## src/rtl/key_event_if.sv

```systemverilog
// Key event bundle between the key debouncer side (master) and the event decoder (slave).
// key_i is active-low. All event outputs are single-cycle pulses; held_o is a level.
interface key_event_if #(
    parameter int NKEY = 2
);
    logic [NKEY-1:0] key_i;
    logic [NKEY-1:0] press_o;
    logic [NKEY-1:0] release_o;
    logic [NKEY-1:0] long_press_o;
    logic [NKEY-1:0] repeat_o;
    logic [NKEY-1:0] held_o;

    modport master (
        output key_i,
        input  press_o, release_o, long_press_o, repeat_o, held_o
    );

    modport slave (
        input  key_i,
        output press_o, release_o, long_press_o, repeat_o, held_o
    );
endinterface

```

## src/rtl/key_event_decoder.sv

```systemverilog
// Turns debounced active-low key levels into press/release/long-press pulses per key.
// Define KEY_AUTOREPEAT_EN to emit repeat pulses every REPEAT_MS ticks while in HOLD.
//
//   state   | meaning
//   --------+-----------------------------------------------------------
//   ST_IDLE | key released, waiting for synchronized level to go low
//   ST_DOWN | key pressed, counting ticks towards LONG_MS
//   ST_HOLD | long press reached; auto-repeat counting (if enabled)
module key_event_decoder #(
    parameter int NKEY      = 2,
    parameter int TICK_DIV  = 99999,
    parameter int LONG_MS   = 500,
    parameter int REPEAT_MS = 100,
    parameter int CNT_W     = 10
) (
    input  logic       clk,
    input  logic       rst_n,
    key_event_if.slave kif
);
    localparam int TW = (TICK_DIV > 0) ? $clog2(TICK_DIV + 1) : 1;

    typedef enum logic [1:0] {
        ST_IDLE = 2'd0,
        ST_DOWN = 2'd1,
        ST_HOLD = 2'd2
    } state_t;

    logic [NKEY-1:0]  s1_q, s2_q;
    logic [TW-1:0]    tick_cnt_q, tick_cnt_d;
    logic             tick;
    state_t           st_q  [NKEY];
    logic [CNT_W-1:0] cnt_q [NKEY];
    logic [NKEY-1:0]  press_q, release_q, long_q, repeat_q, held_q;

    // Terminal count of the per-key counter depends on which hold phase the key is in.
    function automatic logic [CNT_W-1:0] term_cnt(input state_t s);
        return (s == ST_HOLD) ? CNT_W'(REPEAT_MS - 1) : CNT_W'(LONG_MS - 1);
    endfunction

    always_comb begin
        tick       = (tick_cnt_q == TW'(TICK_DIV));
        tick_cnt_d = tick ? '0 : tick_cnt_q + TW'(1);
    end

    always_ff @(posedge clk or negedge rst_n) begin
        if (!rst_n) begin
            s1_q       <= '1;
            s2_q       <= '1;
            tick_cnt_q <= '0;
            press_q    <= '0;
            release_q  <= '0;
            long_q     <= '0;
            repeat_q   <= '0;
            held_q     <= '0;
            for (int i = 0; i < NKEY; i++) begin
                st_q[i]  <= ST_IDLE;
                cnt_q[i] <= '0;
            end
        end else begin
            s1_q       <= kif.key_i;
            s2_q       <= s1_q;
            tick_cnt_q <= tick_cnt_d;
            press_q    <= '0;
            release_q  <= '0;
            long_q     <= '0;
            repeat_q   <= '0;
            for (int i = 0; i < NKEY; i++) begin
                case (st_q[i])
                    ST_IDLE: begin
                        if (!s2_q[i]) begin
                            press_q[i] <= 1'b1;
                            held_q[i]  <= 1'b1;
                            cnt_q[i]   <= '0;
                            st_q[i]    <= ST_DOWN;
                        end
                    end
                    ST_DOWN: begin
                        // Release is tested first so it beats a coincident terminal tick.
                        if (s2_q[i]) begin
                            release_q[i] <= 1'b1;
                            held_q[i]    <= 1'b0;
                            st_q[i]      <= ST_IDLE;
                        end else if (tick) begin
                            if (cnt_q[i] == term_cnt(ST_DOWN)) begin
                                long_q[i] <= 1'b1;
                                cnt_q[i]  <= '0;
                                st_q[i]   <= ST_HOLD;
                            end else begin
                                cnt_q[i] <= cnt_q[i] + CNT_W'(1);
                            end
                        end
                    end
                    ST_HOLD: begin
                        if (s2_q[i]) begin
                            release_q[i] <= 1'b1;
                            held_q[i]    <= 1'b0;
                            st_q[i]      <= ST_IDLE;
`ifdef KEY_AUTOREPEAT_EN
                        end else if (tick) begin
                            if (cnt_q[i] == term_cnt(ST_HOLD)) begin
                                repeat_q[i] <= 1'b1;
                                cnt_q[i]    <= '0;
                            end else begin
                                cnt_q[i] <= cnt_q[i] + CNT_W'(1);
                            end
`endif
                        end
                    end
                    default: begin
                        held_q[i] <= 1'b0;
                        cnt_q[i]  <= '0;
                        st_q[i]   <= ST_IDLE;
                    end
                endcase
            end
        end
    end

    assign kif.press_o      = press_q;
    assign kif.release_o    = release_q;
    assign kif.long_press_o = long_q;
    assign kif.repeat_o     = repeat_q;
    assign kif.held_o       = held_q;
endmodule
```

## src/flat_wrapper.sv

```systemverilog
// flat-port wrapper written by rule: the top's interface ports become plain ports
module key_event_decoder_flat 
#(
    parameter int NKEY      = 2,
    parameter int TICK_DIV  = 99999,
    parameter int LONG_MS   = 500,
    parameter int REPEAT_MS = 100,
    parameter int CNT_W     = 10
)
  (clk, rst_n, kif_key_i, kif_press_o, kif_release_o, kif_long_press_o, kif_repeat_o, kif_held_o);
  key_event_if #(.NKEY(NKEY)) kif_i ();
  input  logic clk;
  input  logic rst_n;
  input wire logic [$bits(kif_i.key_i)-1:0] kif_key_i;
  output wire logic [$bits(kif_i.press_o)-1:0] kif_press_o;
  output wire logic [$bits(kif_i.release_o)-1:0] kif_release_o;
  output wire logic [$bits(kif_i.long_press_o)-1:0] kif_long_press_o;
  output wire logic [$bits(kif_i.repeat_o)-1:0] kif_repeat_o;
  output wire logic [$bits(kif_i.held_o)-1:0] kif_held_o;
  assign kif_i.key_i = kif_key_i;
  assign kif_press_o = kif_i.press_o;
  assign kif_release_o = kif_i.release_o;
  assign kif_long_press_o = kif_i.long_press_o;
  assign kif_repeat_o = kif_i.repeat_o;
  assign kif_held_o = kif_i.held_o;
  key_event_decoder #(.NKEY(NKEY), .TICK_DIV(TICK_DIV), .LONG_MS(LONG_MS), .REPEAT_MS(REPEAT_MS), .CNT_W(CNT_W)) u_core (.clk(clk), .rst_n(rst_n), .kif(kif_i));
endmodule
```

## config.mk

```make
export PLATFORM = sky130hd
export DESIGN_NAME = key_event_decoder_flat
export DESIGN_NICKNAME = d
export VERILOG_FILES = /design/src/rtl/key_event_if.sv /design/src/rtl/key_event_decoder.sv /design/src/flat_wrapper.sv
export SDC_FILE = /design/constraint.sdc
export NUM_CORES = 1
export LEC_CHECK = 0
export CORE_MARGIN = 2
export CORE_UTILIZATION = 54
export DETAILED_ROUTE_END_ITERATION = 7
export HOLD_SLACK_MARGIN = 0.1
export MAX_ROUTING_LAYER = met4
export PLACE_DENSITY_LB_ADDON = 0.12
export SYNTH_ARGS = -nofsm -noshare
export SYNTH_HDL_FRONTEND = slang
export SYNTH_SLANG_ARGS = --single-unit
export TNS_END_PERCENT = 5
```

## constraint.sdc

```tcl
create_clock -name clk -period 2.3 [get_ports clk]
set_input_delay 0.69 -clock clk [delete_from_list [all_inputs] [get_ports clk]]
set_output_delay 0.69 -clock clk [all_outputs]
set_load 0.01 [all_outputs]
```

==> impl_summary.txt <==
----------------------------------------------------
[CTS]
  CTS resizes ... 0
  CTS sink cnt ... 53
  # Post-CTS Setup Buffers ... 0
  Cell at the root of the clock tree ... sky130_fd_sc_hd__clkbuf_8
  Clock Path Buffers ... 2
  Clock transition at path regs ... 90 ps
  Hold buffer count at CTS ... 0
  Clock buffer count from CTS ... 5
  Clock latency at the later pin of the worst-skew pair ... 300 ps
  CTS tree ... yes
  Number of H-tree levels ... 2

[Place]
  Routability congestion estimate from global placement ... 0.858
  Placed cell areas ... 2900 um^2
  Number of port buffers ... 11
  DPL Wire Length ... ~3400 um

[Route]
  Via count of the routed design ... 2,000
  Antenna Nets Post-Route ... 0
  Final routed DRC violation total ... 0
  First-pass iteration count of the detailed router ... 4
  Total Routed Length ... approximately 4800 um
  Vias per cell ... 5.62
  Final routed wire length divided by cell count ... 13.4 um
  DRT iter0 DRCs ... 141

[Final layout]
  # diodes ... 0
  Area added between synthesis and finish ... 12.0%
  Post-layout net count ... 301
  Flip-flop and latch area ... 1330 um^2
  Fraction of layout instances using a drive strength above 1 ... 0.0934
  Area of the multi-input gates ... around 1300 um^2
  Utilization after layout ... 0.634
  Filler cell count ... 407
  Design Area, Final ... approximately 3000 um^2

[STA]
  Final slew viol count ... 0
  Worst slack on hold paths ... 361 ps
  Max Freq ... ~470 MHz
  Period utilisation layout ... 0.924
  Transition time at the pin with the least slew margin ... about 610 ps
  Final count of hold timing violations ... 0
  Number of setup violations in the final report ... 0
  Max-slew headroom at the worst pin ... 0.590
  Unrepaired setup endpoints after global routing ... no
  Maximum clock skew at final layout ... 8.49 ps
  Setup TNS after final layout ... 0 ps
  Post-layout min period ... roughly 2100 ps

[Global routing]
  Global-route wire length before repair ... a little over 8000 um
  Met1 routing resource usage after global routing ... 0.268
  Global-route usage over all layers ... 0.198
  Number of global-route vias before repair ... 1,822
  Met3 GRT Util ... 0.0352
  Antenna violations before repair ... 0
  Global-route track usage on met2 ... 0.303
  Global route overflow ... 0
  Maximum number of pins on one net before global-route repair ... between 50 and 60
  Layer with the highest usage after global routing ... met2

[Worst setup path]
  Depth of the most critical reg-to-reg path ... 5
  Critical path class ... register to register
  Reg-to-reg setup timing slack ... 170 ps
  Launching element type of the critical path ... register
  Data required time of the worst path ... 2500 ps
  Worst r2r dst ... u_core.cnt_q[6]
  Top fanout value on the critical path ... 8
  Critical path capture point type ... register
  Arrival time at the worst endpoint ... 2320 ps
  Reg2reg start ... u_core.tick_cnt_q[0]

[Worst hold path]
  Worst-case hold path end point ... u_core.s2_q[0]
  Hold Startpoint ... u_core.s1_q[0]
  Class of the tightest hold or removal check ... register to register
  Worst Hold Path Cells ... 0

[Floorplan]
  Die Area ... 5560 um^2
  Floorplan row count ... 25
  Chip height ... 74.6 um
  Count of boundary I/O pins ... 14
  Initial core utilization ... 0.566
  Die width ... 74.6 um
  Placeable core region ... 4750 um^2

[Synth]
  EDFF count, synth ... 0
  Sequential share of the synthesized area ... 0.495
  Number of synthesized register bits ... 53
  Share of Yosys cell area claimed by the top area cell type ... 0.456
  Distinct cell type count after synthesis ... 40
  Primary flip-flop cell chosen by synthesis mapping ... sky130_fd_sc_hd__dfrtp_1
  Cell area after synthesis ... 2690 um^2
  Ranking of synthesized cells by area ... sky130_fd_sc_hd__dfrtp_1, sky130_fd_sc_hd__o21ai_0, sky130_fd_sc_hd__ha_1
  Number of warnings reported in the yosys synthesis log ... 0
  Async SR Flop Fraction ... 1.00
  Number of standard cells after synthesis ... approximately 270
  Area leader, netlist ... sky130_fd_sc_hd__dfrtp_1
  Average instance area after synthesis ... slightly below 10 um^2

[Power and ir drop]
  Pwr dens ... between 700 and 800 nW/um^2
  PnR Total Power ... 2.27 mW
  Static Leakage ... ~1.3 nW
  Maximum ir drop on the vdd rail ... 539 uV

[Job]
  Number of max-cap violations ... 0

[Status]
  Outcome ... finished clean

----------------------------------------------------
-- layout make-up --
class                           count  area share
Multi-Input combinational cell    202       0.427
Clock inverter                      1     0.00996
Clock buffer                        7      0.0286
Timing Repair Buffer               17      0.0540
Inverter                            9      0.0112
Tap cell                           67      0.0278
Sequential cell                    53       0.442
-- placed cells by master, fill, tap and decap left out, types with 5 or more instances in the layout --
master and instances:
sky130_fd_sc_hd__nor2b_1 7, sky130_fd_sc_hd__o21ai_0 27, sky130_fd_sc_hd__inv_1 9, sky130_fd_sc_hd__nand3_1 17
sky130_fd_sc_hd__xnor2_1 7, sky130_fd_sc_hd__nor2_1 26, sky130_fd_sc_hd__o31ai_1 12, sky130_fd_sc_hd__clkbuf_8 6
sky130_fd_sc_hd__and3_1 5, sky130_fd_sc_hd__and2_1 6, sky130_fd_sc_hd__clkdlybuf4s50_1 10, sky130_fd_sc_hd__a21oi_1 6
sky130_fd_sc_hd__ha_1 9, sky130_fd_sc_hd__nand2b_1 6, sky130_fd_sc_hd__buf_4 5, sky130_fd_sc_hd__nand4_1 5
sky130_fd_sc_hd__dfrtp_1 49, sky130_fd_sc_hd__nand2_1 25, sky130_fd_sc_hd__xor2_1 7
-- cell usage after synthesis (all sizes together), types with 7 or more instances --
cell type   n
o21ai      28
xnor2       7
ha          9
inv         9
nand2      25
dfrtp      49
o31ai      12
nor2b       7
xor2        7
nand3      17
nor2       26
-- routing by layer --
layer | vias up | routed length, um
met3 | 8 | 126
met5 | - | 0
met2 | 31 | 2240
met1 | 958 | 2330
li1 | 1003 | -
met4 | 0 | 79
-- metrics by stage --
stage | worst slack (ps) | std cells
detailed placement | 180 | 348
global placement | 246 | 348
floorplan | 379 | 273
global route | 69.4 | 356
CTS | 169 | 356
finish | 174 | 356
-- flip-flops by register name (all words and copies together) (netlist names) --
register	cells
u_core.kif.held_o	2
u_core.cnt_q	20
u_core.st_q	4
u_core.s2_q	2
u_core.kif.long_press_o	2
u_core.kif.press_o	2
u_core.tick_cnt_q	17
u_core.kif.release_o	2
u_core.s1_q	2
-- critical path: stages, from the launching register on --
cell and delay (ps):
sky130_fd_sc_hd__dfrtp_1 390, sky130_fd_sc_hd__ha_1 230, sky130_fd_sc_hd__and4_4 270, sky130_fd_sc_hd__nand4_2 120, sky130_fd_sc_hd__or4_1 670, sky130_fd_sc_hd__o41ai_2 340
-- power breakdown --
part           switching [mW]  total [mW]  internal, mW
Sequential             0.0359        1.03         0.993
Combinational           0.328       0.596         0.269
Clock                   0.287       0.643         0.355
Total                   0.651        2.27          1.62
-- cells by family after synthesis --
logic type	synth area share
compound gates	0.141
xor+xnor	0.0456
fa+ha+maj	0.0419
buf+inv	0.0284
flops	0.495
mux	0.0112
other cells	0.00139
simple gates	0.235
-- worst max path at each step --
stage / end / slack [ps] / start
after floorplan: u_core.cnt_q[8] / 380 / u_core.st_q[1]
after global placement: u_core.cnt_q[8] / 250 / u_core.tick_cnt_q[0]
after detailed placement: u_core.cnt_q[6] / 180 / u_core.tick_cnt_q[0]
after CTS: u_core.cnt_q[6] / 170 / u_core.tick_cnt_q[0]
after global routing: u_core.cnt_q[6] / 70 / u_core.tick_cnt_q[0]
final: u_core.cnt_q[6] / 170 / u_core.tick_cnt_q[0]
No activity file was read; power rests on OpenSTA's default activity.
